<file path="src/rtl/alu_seq_if.sv">
// Operation/result handshake bundle for alu_seq.
interface alu_seq_if #(
    parameter int unsigned WIDTH = 32
);
    logic             flush;
    logic             in_valid;
    logic             in_ready;
    logic [2:0]       sel;
    logic [WIDTH-1:0] op1;
    logic [WIDTH-1:0] op2;
    logic             out_valid;
    logic             out_ready;
    logic [WIDTH-1:0] Result;
    logic             zflag;
    logic             cflag;
    logic             vflag;
    logic             busy;

    // Producer/consumer side (register-read stage and writeback).
    modport master (
        output flush, in_valid, sel, op1, op2, out_ready,
        input  in_ready, out_valid, Result, zflag, cflag, vflag, busy
    );

    // ALU side.
    modport slave (
        input  flush, in_valid, sel, op1, op2, out_ready,
        output in_ready, out_valid, Result, zflag, cflag, vflag, busy
    );
endinterface

</file>
<file path="src/rtl/alu_seq.sv">
// Handshaked ALU with a registered single-entry result and iterative shift-add multiply.
module alu_seq #(
    parameter int unsigned WIDTH = 32
) (
    input logic       clk,
    input logic       rst_n,
    alu_seq_if.slave  bus
);
    localparam int unsigned CNT_W = $clog2(WIDTH + 1);
    localparam int unsigned W1    = WIDTH + 1;
    localparam int unsigned W2    = 2 * WIDTH;

    typedef enum logic [2:0] {
        OP_OR   = 3'b000,
        OP_ADD  = 3'b001,
        OP_MUL  = 3'b010,
        OP_XOR  = 3'b011,
        OP_SUB  = 3'b100,
        OP_SLT  = 3'b101,
        OP_SHL1 = 3'b110,
        OP_AND  = 3'b111
    } op_e;

    typedef enum logic {
        S_IDLE = 1'b0,
        S_MUL  = 1'b1
    } state_e;

    state_e           state;
    logic [CNT_W-1:0] cnt;
    logic [W2-1:0]    mcand;
    logic [WIDTH-1:0] mplier;
    logic [W2-1:0]    acc;
    logic [WIDTH-1:0] result;
    logic             zflag;
    logic             cflag;
    logic             vflag;
    logic             out_valid;
    logic             busy;

    logic             in_ready;
    logic             accept;
    op_e              op;
    logic [W1-1:0]    add_sum;
    logic [W1-1:0]    sub_sum;
    logic [WIDTH-1:0] alu_res;
    logic             alu_c;
    logic             alu_v;
    logic [W2-1:0]    acc_step;

    // Accept only when idle with the output slot free (or draining this cycle).
    assign in_ready = rst_n & (state == S_IDLE) & (~out_valid | bus.out_ready) & ~bus.flush;
    assign accept   = bus.in_valid & in_ready;
    assign op       = op_e'(bus.sel);

    assign bus.in_ready  = in_ready;
    assign bus.out_valid = out_valid;
    assign bus.Result    = result;
    assign bus.zflag     = zflag;
    assign bus.cflag     = cflag;
    assign bus.vflag     = vflag;
    assign bus.busy      = busy;

    // Single-cycle result and flags for every non-multiply operation.
    always_comb begin
        add_sum = {1'b0, bus.op1} + {1'b0, bus.op2};
        sub_sum = {1'b0, bus.op1} + {1'b0, ~bus.op2} + W1'(1);
        alu_res = '0;
        alu_c   = 1'b0;
        alu_v   = 1'b0;
        case (op)
            OP_OR:   alu_res = bus.op1 | bus.op2;
            OP_ADD: begin
                alu_res = add_sum[WIDTH-1:0];
                alu_c   = add_sum[WIDTH];
                alu_v   = (bus.op1[WIDTH-1] == bus.op2[WIDTH-1]) &&
                          (add_sum[WIDTH-1] != bus.op1[WIDTH-1]);
            end
            OP_XOR:  alu_res = bus.op1 ^ bus.op2;
            OP_SUB: begin
                alu_res = sub_sum[WIDTH-1:0];
                alu_c   = sub_sum[WIDTH];
                alu_v   = (bus.op1[WIDTH-1] != bus.op2[WIDTH-1]) &&
                          (sub_sum[WIDTH-1] != bus.op1[WIDTH-1]);
            end
            OP_SLT:  alu_res = WIDTH'(bus.op1 < bus.op2);
            OP_SHL1: alu_res = {bus.op2[WIDTH-2:0], 1'b0};
            OP_AND:  alu_res = bus.op1 & bus.op2;
            default: alu_res = '0;
        endcase
    end

    // One shift-add partial-product step.
    always_comb begin
        acc_step = acc;
        if (mplier[0]) begin
            acc_step = acc + mcand;
        end
    end

    // Control FSM, multiply datapath and held result register.
    always_ff @(posedge clk or negedge rst_n) begin
        if (!rst_n) begin
            state     <= S_IDLE;
            cnt       <= '0;
            mcand     <= '0;
            mplier    <= '0;
            acc       <= '0;
            result    <= '0;
            zflag     <= 1'b0;
            cflag     <= 1'b0;
            vflag     <= 1'b0;
            out_valid <= 1'b0;
            busy      <= 1'b0;
        end else if (bus.flush) begin
            state     <= S_IDLE;
            cnt       <= '0;
            out_valid <= 1'b0;
            busy      <= 1'b0;
        end else begin
            if (out_valid && bus.out_ready) begin
                out_valid <= 1'b0;
            end
            case (state)
                S_IDLE: begin
                    if (accept) begin
                        if (op == OP_MUL) begin
                            mcand  <= W2'(bus.op1);
                            mplier <= bus.op2;
                            acc    <= '0;
                            cnt    <= CNT_W'(WIDTH);
                            busy   <= 1'b1;
                            state  <= S_MUL;
                        end else begin
                            result    <= alu_res;
                            zflag     <= (alu_res == '0);
                            cflag     <= alu_c;
                            vflag     <= alu_v;
                            out_valid <= 1'b1;
                        end
                    end
                end
                S_MUL: begin
                    acc    <= acc_step;
                    mcand  <= {mcand[W2-2:0], 1'b0};
                    mplier <= {1'b0, mplier[WIDTH-1:1]};
                    cnt    <= cnt - CNT_W'(1);
                    if (cnt == CNT_W'(1)) begin
                        result    <= acc_step[WIDTH-1:0];
                        zflag     <= (acc_step[WIDTH-1:0] == '0);
                        cflag     <= (acc_step[W2-1:WIDTH] != '0);
                        vflag     <= 1'b0;
                        out_valid <= 1'b1;
                        busy      <= 1'b0;
                        state     <= S_IDLE;
                    end
                end
                default: state <= S_IDLE;
            endcase
        end
    end
endmodule

</file>
<file path="src/flat_wrapper.sv">
// flat-port wrapper written by rule: the top's interface ports become plain ports
module alu_seq_flat 
#(
    parameter int unsigned WIDTH = 32
)
  (clk, rst_n, bus_flush, bus_in_valid, bus_sel, bus_op1, bus_op2, bus_out_ready, bus_in_ready, bus_out_valid, bus_Result, bus_zflag, bus_cflag, bus_vflag, bus_busy);
  alu_seq_if #(.WIDTH(WIDTH)) bus_i ();
  input logic clk;
  input logic rst_n;
  input wire logic [$bits(bus_i.flush)-1:0] bus_flush;
  input wire logic [$bits(bus_i.in_valid)-1:0] bus_in_valid;
  input wire logic [$bits(bus_i.sel)-1:0] bus_sel;
  input wire logic [$bits(bus_i.op1)-1:0] bus_op1;
  input wire logic [$bits(bus_i.op2)-1:0] bus_op2;
  input wire logic [$bits(bus_i.out_ready)-1:0] bus_out_ready;
  output wire logic [$bits(bus_i.in_ready)-1:0] bus_in_ready;
  output wire logic [$bits(bus_i.out_valid)-1:0] bus_out_valid;
  output wire logic [$bits(bus_i.Result)-1:0] bus_Result;
  output wire logic [$bits(bus_i.zflag)-1:0] bus_zflag;
  output wire logic [$bits(bus_i.cflag)-1:0] bus_cflag;
  output wire logic [$bits(bus_i.vflag)-1:0] bus_vflag;
  output wire logic [$bits(bus_i.busy)-1:0] bus_busy;
  assign bus_i.flush = bus_flush;
  assign bus_i.in_valid = bus_in_valid;
  assign bus_i.sel = bus_sel;
  assign bus_i.op1 = bus_op1;
  assign bus_i.op2 = bus_op2;
  assign bus_i.out_ready = bus_out_ready;
  assign bus_in_ready = bus_i.in_ready;
  assign bus_out_valid = bus_i.out_valid;
  assign bus_Result = bus_i.Result;
  assign bus_zflag = bus_i.zflag;
  assign bus_cflag = bus_i.cflag;
  assign bus_vflag = bus_i.vflag;
  assign bus_busy = bus_i.busy;
  alu_seq #(.WIDTH(WIDTH)) u_core (.clk(clk), .rst_n(rst_n), .bus(bus_i));
endmodule
</file>
<file path="config.mk">
export PLATFORM = sky130hd
export DESIGN_NAME = alu_seq_flat
export DESIGN_NICKNAME = d
export VERILOG_FILES = /design/src/rtl/alu_seq_if.sv /design/src/rtl/alu_seq.sv /design/src/flat_wrapper.sv
export SDC_FILE = /design/constraint.sdc
export NUM_CORES = 1
export LEC_CHECK = 0
export ABC_AREA = 1
export CAP_MARGIN = 20
export CORE_MARGIN = 4
export CORE_UTILIZATION = 50
export DETAILED_ROUTE_END_ITERATION = 7
export PLACE_DENSITY_LB_ADDON = 0.1
export SLEW_MARGIN = 5
export SYNTH_ARGS = -nofsm -noshare
export SYNTH_HDL_FRONTEND = slang
export SYNTH_SLANG_ARGS = --single-unit
</file>
<file path="constraint.sdc">
create_clock -name clk -period 5.9 [get_ports clk]
set_input_delay 0.59 -clock clk [delete_from_list [all_inputs] [get_ports clk]]
set_output_delay 0.59 -clock clk [all_outputs]
set_load 0.03 [all_outputs]
</file>
==> flow_summary.yaml, run 1 <==
sta:
  period_share: 0.648
  fmax_ghz: 0.262
  rsz0062_at_grt: "no"
  hold_violations: 0
  slew_headroom: 0.329
  hold_ws_ns: 0.0352
  min_period_ns: 3.82
  drv_slew: 0
  finalSetupViolations: 0
  fin_worst_skew_ns: 0.0207
  timing.setup.tns_ns: 0
  tightest_slew_ns: 1.01
flow_run:
  cap_violations: 0
power_and_ir_drop:
  power.total_mw: 9.59
  power_density_mw_per_mm2: 390
  power.switching_mw: 4.96
  p_int_mw: 4.63
  ir_drop_uv: 256
  p_leak_nw: 14.0
  p_clk_frac: 0.171
  switching_share: 0.517
  p_seq_frac: 0.224
  power.share.combinational: 0.605
synth:
  ys.flop_type: "dfrtp_1"
  ys_seq_elements: 204
  synth_compound_area_frac: 0.125
  synth_adder_area_share: 0.102
  yosys.area_share.simple: 0.381
  ys_types: 56
  synthArstFlopShare: 1.00
  yosys.area.top_type: "nand2_1"
  syn_area_mm2: 0.0224
  synth_top_family_by_area: "simple AND/OR/NAND/NOR gates"
  synth_edf_count: 0
  synthesis.nets: 4054
  synth_most_common_cell: "nand2_1"
  synthCells: 3801
  seq_area_frac_synth: 0.228
  yosysTopAreaCellShare: 0.230
  syn_area_per_cell_um2: 5.89
  synth-xor-area-share: 0.00665
  ys_warn_count: 0
  yosys-top-cells-count: "nand2_1, inv_1, nor2_1"
  synthMuxAreaShare: 0
  synth.area.top_cells: "nand2_1, dfrtp_1, inv_1"
global_route:
  antenna_found_initial: 0
  grt_use_total: 0.344
  grt_pass1_vias: 22501
  grt_pass1_wl_mm: 128
  grt-ovfl-total: 0
  grt_max_degree: 91
detailed_routing:
  drtPass1Iterations: 8
  drt_iter0_markers: 2205
  drc: 0
  via_count: 24022
  wl_per_cell_um: 19.0
  vias_per_cell: 5.39
  ant_nets: 0
  drt_wl_total_mm: 84.7
final_layout:
  fin_cells: 4456
  nFillCells: 4700
  nets: 4098
  diodes: 0
  regArea_mm2: 0.00511
  multi_input_comb_area_mm2: 0.0138
  final_core_util: 0.557
  drive_gt1_frac: 0.0362
  area_growth_syn_to_layout_pct: 9.94
floorplanning:
  initial_core_util: 0.506
  io_pins: 110
  fp.dieH_um: 220
  fp-row-count: 77
  dieArea_mm2: 0.0482
  core_mm2: 0.0442
  die_w_um: 220
hold_path:
  min_path_type: "input pin to async pin"
critical_path:
  end_kind: "flip-flop"
  critPathLaunchType: "flip-flop"
  crit_type: "flip-flop to flip-flop"
  path_max_fanout: 48
  crit_required_ns: 6.34
  cp.arrival_ns: 4.26
clocking:
  cts_made_buffers: 26
  clkTransAtPathRegs_ns: 0.06
  cts_resized: 0
  cts_setup_buffers: 0
  cts_root_buffer: "clkbuf_16"
  clk_path_buf_depth: 3
  clock-sinks: 204
  worstSkewPairLatency_ns: 0.55
  cts_hold_buf: 0
  htree_levels: 1
  cts_tree: "yes"
placed_design:
  placedCellCount: 4409
  io_buffer_count: 109
  gp_routability_congestion: 1.03
  dp_hpwl_mm: 67.8
outcome:
  status: "finished, final reports clean"
==> worst max-delay path, cell delays in order (launching register included) <==
cell	delay [ns]
dfrtp_4	0.80
inv_2	0.48
nor2_2	0.19
buf_4	0.28
inv_2	0.06
a21oi_1	0.19
inv_1	0.16
buf_4	0.28
nor2_4	0.45
clkinv_1	0.42
o221ai_1	0.29
==> power by group through the flow <==
stage	clock (mW)	combinational [mW]	sequential, mW
floorplan	0	3.91	2.14
global placement	0	5.67	2.16
detailed placement	0	5.69	2.16
CTS	1.66	5.72	2.14
global route	1.73	6.49	2.18
finish	1.64	5.81	2.14
==> logic make-up after synthesis <==
group                    Yosys count
buffers and inverters            882
XOR/XNOR                          17
adder cells (fa/ha/maj)          181
AO/OA/AOI/OAI                    449
AND/OR/NAND/NOR                 2068
flip-flops                       204
==> per-stage QoR <==
stage,setup slack [ns],cell area (um2)
2_1_floorplan,3.40,22400
4_1_cts,2.12,24600
3_5_place_dp,1.98,23700
3_3_place_gp,1.95,23700
6_report,2.08,24600
5_1_grt,1.76,24600
==> cell usage in the layout, fill, tap and decap left out, types with 9 or more instances in the layout <==
| cell type | count |
|---|---|
| nand3_1 | 258 |
| nand3_2 | 9 |
| nand3b_1 | 10 |
| nand4_1 | 39 |
| o22ai_1 | 94 |
| a221oi_1 | 14 |
| clkdlybuf4s50_1 | 108 |
| o21ai_0 | 100 |
| a22o_1 | 17 |
| ha_1 | 178 |
| inv_2 | 13 |
| o211ai_1 | 54 |
| nor2_2 | 21 |
| nor3_1 | 27 |
| dfrtp_1 | 202 |
| nand2_1 | 1370 |
| inv_1 | 760 |
| nand2_2 | 19 |
| clkbuf_16 | 27 |
| o221ai_1 | 11 |
| buf_4 | 14 |
| a31oi_1 | 31 |
| nor2_1 | 292 |
| a21oi_1 | 93 |
| o21bai_1 | 11 |
| xor2_1 | 15 |
==> worst paths after layout <==
path	from	to	slack [ns]	depth (start not counted)
min in group clk	u_core.mplier[31]	u_core.mplier[31]	0.51	2
worst min-delay path	rst_n	u_core.mcand[39]	0.04	1
worst max-delay path	u_core.state	u_core.bus.Result[7]	2.08	10
worst min register to register	u_core.mplier[31]	u_core.mplier[31]	0.51	2
worst max register to register	u_core.state	u_core.bus.Result[7]	2.08	10
max in group asynchronous	rst_n	u_core.state	4.45	2
==> cell type report <==
cell class | count | share of cell area
well taps | 592 | 0.0301
repair buffers | 123 | 0.0488
clock buffers | 37 | 0.0298
clock inverters | 10 | 0.00564
inverters | 775 | 0.118
multi-input cells | 2715 | 0.560
flip-flops and latches | 204 | 0.208
==> routing by layer <==
layer | part of all wire | up-vias | global-route usage
li1 | - | 11964 | -
met1 | 0.41 | 10927 | 0.428
met2 | 0.46 | 901 | 0.583
met3 | 0.065 | 230 | 0.0418
met4 | 0.066 | 0 | 0.184
met5 | 0 | - | 0
==> flip-flops by register name, indices dropped and copies added (netlist names) <==
signal	flops
u_core.bus.busy	1
u_core.bus.Result	32
u_core.mcand	64
u_core.bus.zflag	1
u_core.bus.vflag	1
u_core.bus.out_valid	1
u_core.mplier	32
u_core.cnt	6
u_core.state	1
u_core.bus.cflag	1
u_core.acc	64
Note: power is estimated with default switching activity, not from simulation.
==> inputs of run 2 (changes only) <==
Clock period 5.9 ns to 3.75 ns, I/O delays scaled along.
==> run 2 against run 1 <==
Hold slack improved by 0.21 ns. Non-clock buffer count grew 95. Register-to-register slack got worse by 1.7 ns. Critical path type unchanged. Cell area increased by 3.2%. Largest cell class unchanged. Die area unchanged.
==> flow_summary.yaml, run 2 (synthesized netlist as in run 1, its figures left out) <==
detailed_routing:
  dr_wl_met2_mm: 39.7
  vias_per_cell: 5.34
  via_count: 24293
  drc: 0
  highest_layer: "met4"
  drt_iter0_markers: 2014
  wl_per_cell_um: 18.7
  drtPass1Iterations: 5
  ant_nets: 0
  drt_wl_total_mm: 85.2
  met3_length_mm: 4.65
  m1WireLength_mm: 34.3
floorplanning:
  fp.dieH_um: 220
  io_pins: 110
  fp-row-count: 77
  die_w_um: 220
  initial_core_util: 0.506
  dieArea_mm2: 0.0482
  core_mm2: 0.0442
placed_design:
  dp_hpwl_mm: 69.0
  place_area_mm2: 0.0245
  gp_routability_congestion: 1.06
  io_buffer_count: 109
sta:
  fmax_ghz: 0.294
  tightest_slew_ns: 1.02
  drv_slew: 0
  min_period_ns: 3.40
  hold_violations: 0
  fin_worst_skew_ns: 0.0285
  hold_ws_ns: 0.247
  rsz0062_at_grt: "no"
  finalSetupViolations: 0
  slew_headroom: 0.318
  period_share: 0.908
clocking:
  htree_levels: 1
  clock-sinks: 204
  cts_tree: "yes"
  cts_root_buffer: "clkbuf_16"
  clkTransAtPathRegs_ns: 0.06
  worstSkewPairLatency_ns: 0.60
  cts_made_buffers: 26
  clk_path_buf_depth: 3
critical_path:
  crit_start: "u_core.acc[0]"
  end_kind: "flip-flop"
  cp.arrival_ns: 3.87
  crit_type: "flip-flop to flip-flop"
  r2r-start: "u_core.acc[0]"
  rrSetupSlack_ns: 0.35
  critPathLaunchType: "flip-flop"
  crit_required_ns: 4.22
  path_max_fanout: 5
global_route:
  grt_max_degree: 83
  antenna_found_initial: 0
  grt_pass1_wl_mm: 131
  grt_pass1_vias: 23505
  grt_use_total: 0.348
  grt-ovfl-total: 0
final_layout:
  layout_common_cells: "nand2_1, inv_1, nor2_1, nand3_1, dfrtp_1"
  layout_commonest_cell: "nand2_1"
  drive_gt1_frac: 0.0596
  nFillCells: 4582
  regArea_mm2: 0.00511
  multi_input_comb_area_mm2: 0.0138
  nets: 4193
  design_area_mm2: 0.0254
  diodes: 0
  reg_top3: "u_core.acc (64), u_core.mcand (64)"
  area_growth_syn_to_layout_pct: 13.4
hold_path:
  min_path_type: "input pin to async pin"
power_and_ir_drop:
  ir_drop_uv: 418
  power.total_mw: 15.1
  power_density_mw_per_mm2: 595
  p_leak_nw: 14.5
outcome:
  status: "finished, final reports clean"
flow_run:
  cap_violations: 0
## run 2: stage by stage
| step | worst slack (ns) | std cells | TNS, ns | util |
|---|---|---|---|---|
| after global routing | 0.0732 | 4550 | 0 | 0.574 |
| final | 0.346 | 4550 | 0 | 0.574 |
| after global placement | -0.0389 | 4503 | -0.0389 | 0.554 |
| after floorplan | 1.37 | 3801 | 0 | - |
| after CTS | 0.403 | 4550 | 0 | 0.574 |
| after detailed placement | -0.0296 | 4503 | -0.0296 | 0.554 |
## run 2: report_power, final
group	internal (mW)	switching (mW)	total, mW
Combinational	2.96	6.17	9.13
Clock	1.51	1.10	2.62
Sequential	2.84	0.520	3.36
Total	7.32	7.79	15.1
## run 2: area by class of cell
class	count	area share
clock inverters	11	0.00522
inverters	775	0.115
well taps	592	0.0292
clock buffers	35	0.0289
repair buffers	218	0.0784
flip-flops and latches	204	0.201
multi-input cells	2715	0.542
## run 2: path summary, 6_finish.rpt
path | end | cells after the start
max in group asynchronous | u_core.state | 4
min reg2reg | u_core.bus.Result[3] | 2
max reg2reg | u_core.bus.cflag | 21
max | u_core.bus.cflag | 21
min | u_core.mcand[40] | 2
min in group clk | u_core.mplier[28] | 3
## run 2: critical path, cell delays in order (launching register included)
cell     delay, ns
dfrtp_1       0.40
ha_1          0.26
fa_1          0.45
nand3_1       0.11
nand3_2       0.14
nand2_1       0.09
nand2_1       0.13
nand2_1       0.17
nand3_2       0.15
nand2_1       0.23
nand2_1       0.08
nand2_1       0.07
nand3_1       0.07
nand2_1       0.11
nand2_1       0.07
nor2_1        0.13
nand2_1       0.06
nor2_1        0.10
buf_4         0.16
nand3_1       0.15
nand2_1       0.10
nand2_1       0.05
## run 2: layer usage
layer	up-vias	GRT usage
met5	-	0
met1	11082	0.420
met2	820	0.595
met3	262	0.0372
met4	0	0.215
li1	12129	-
## run 2: repair_timing
item | 4_1_cts | 5_1_grt
hold endpoints to repair | 28 | 0
setup buffers | 0 | 0
resized for setup | 0 | 0
hold buffers | 1 | 0
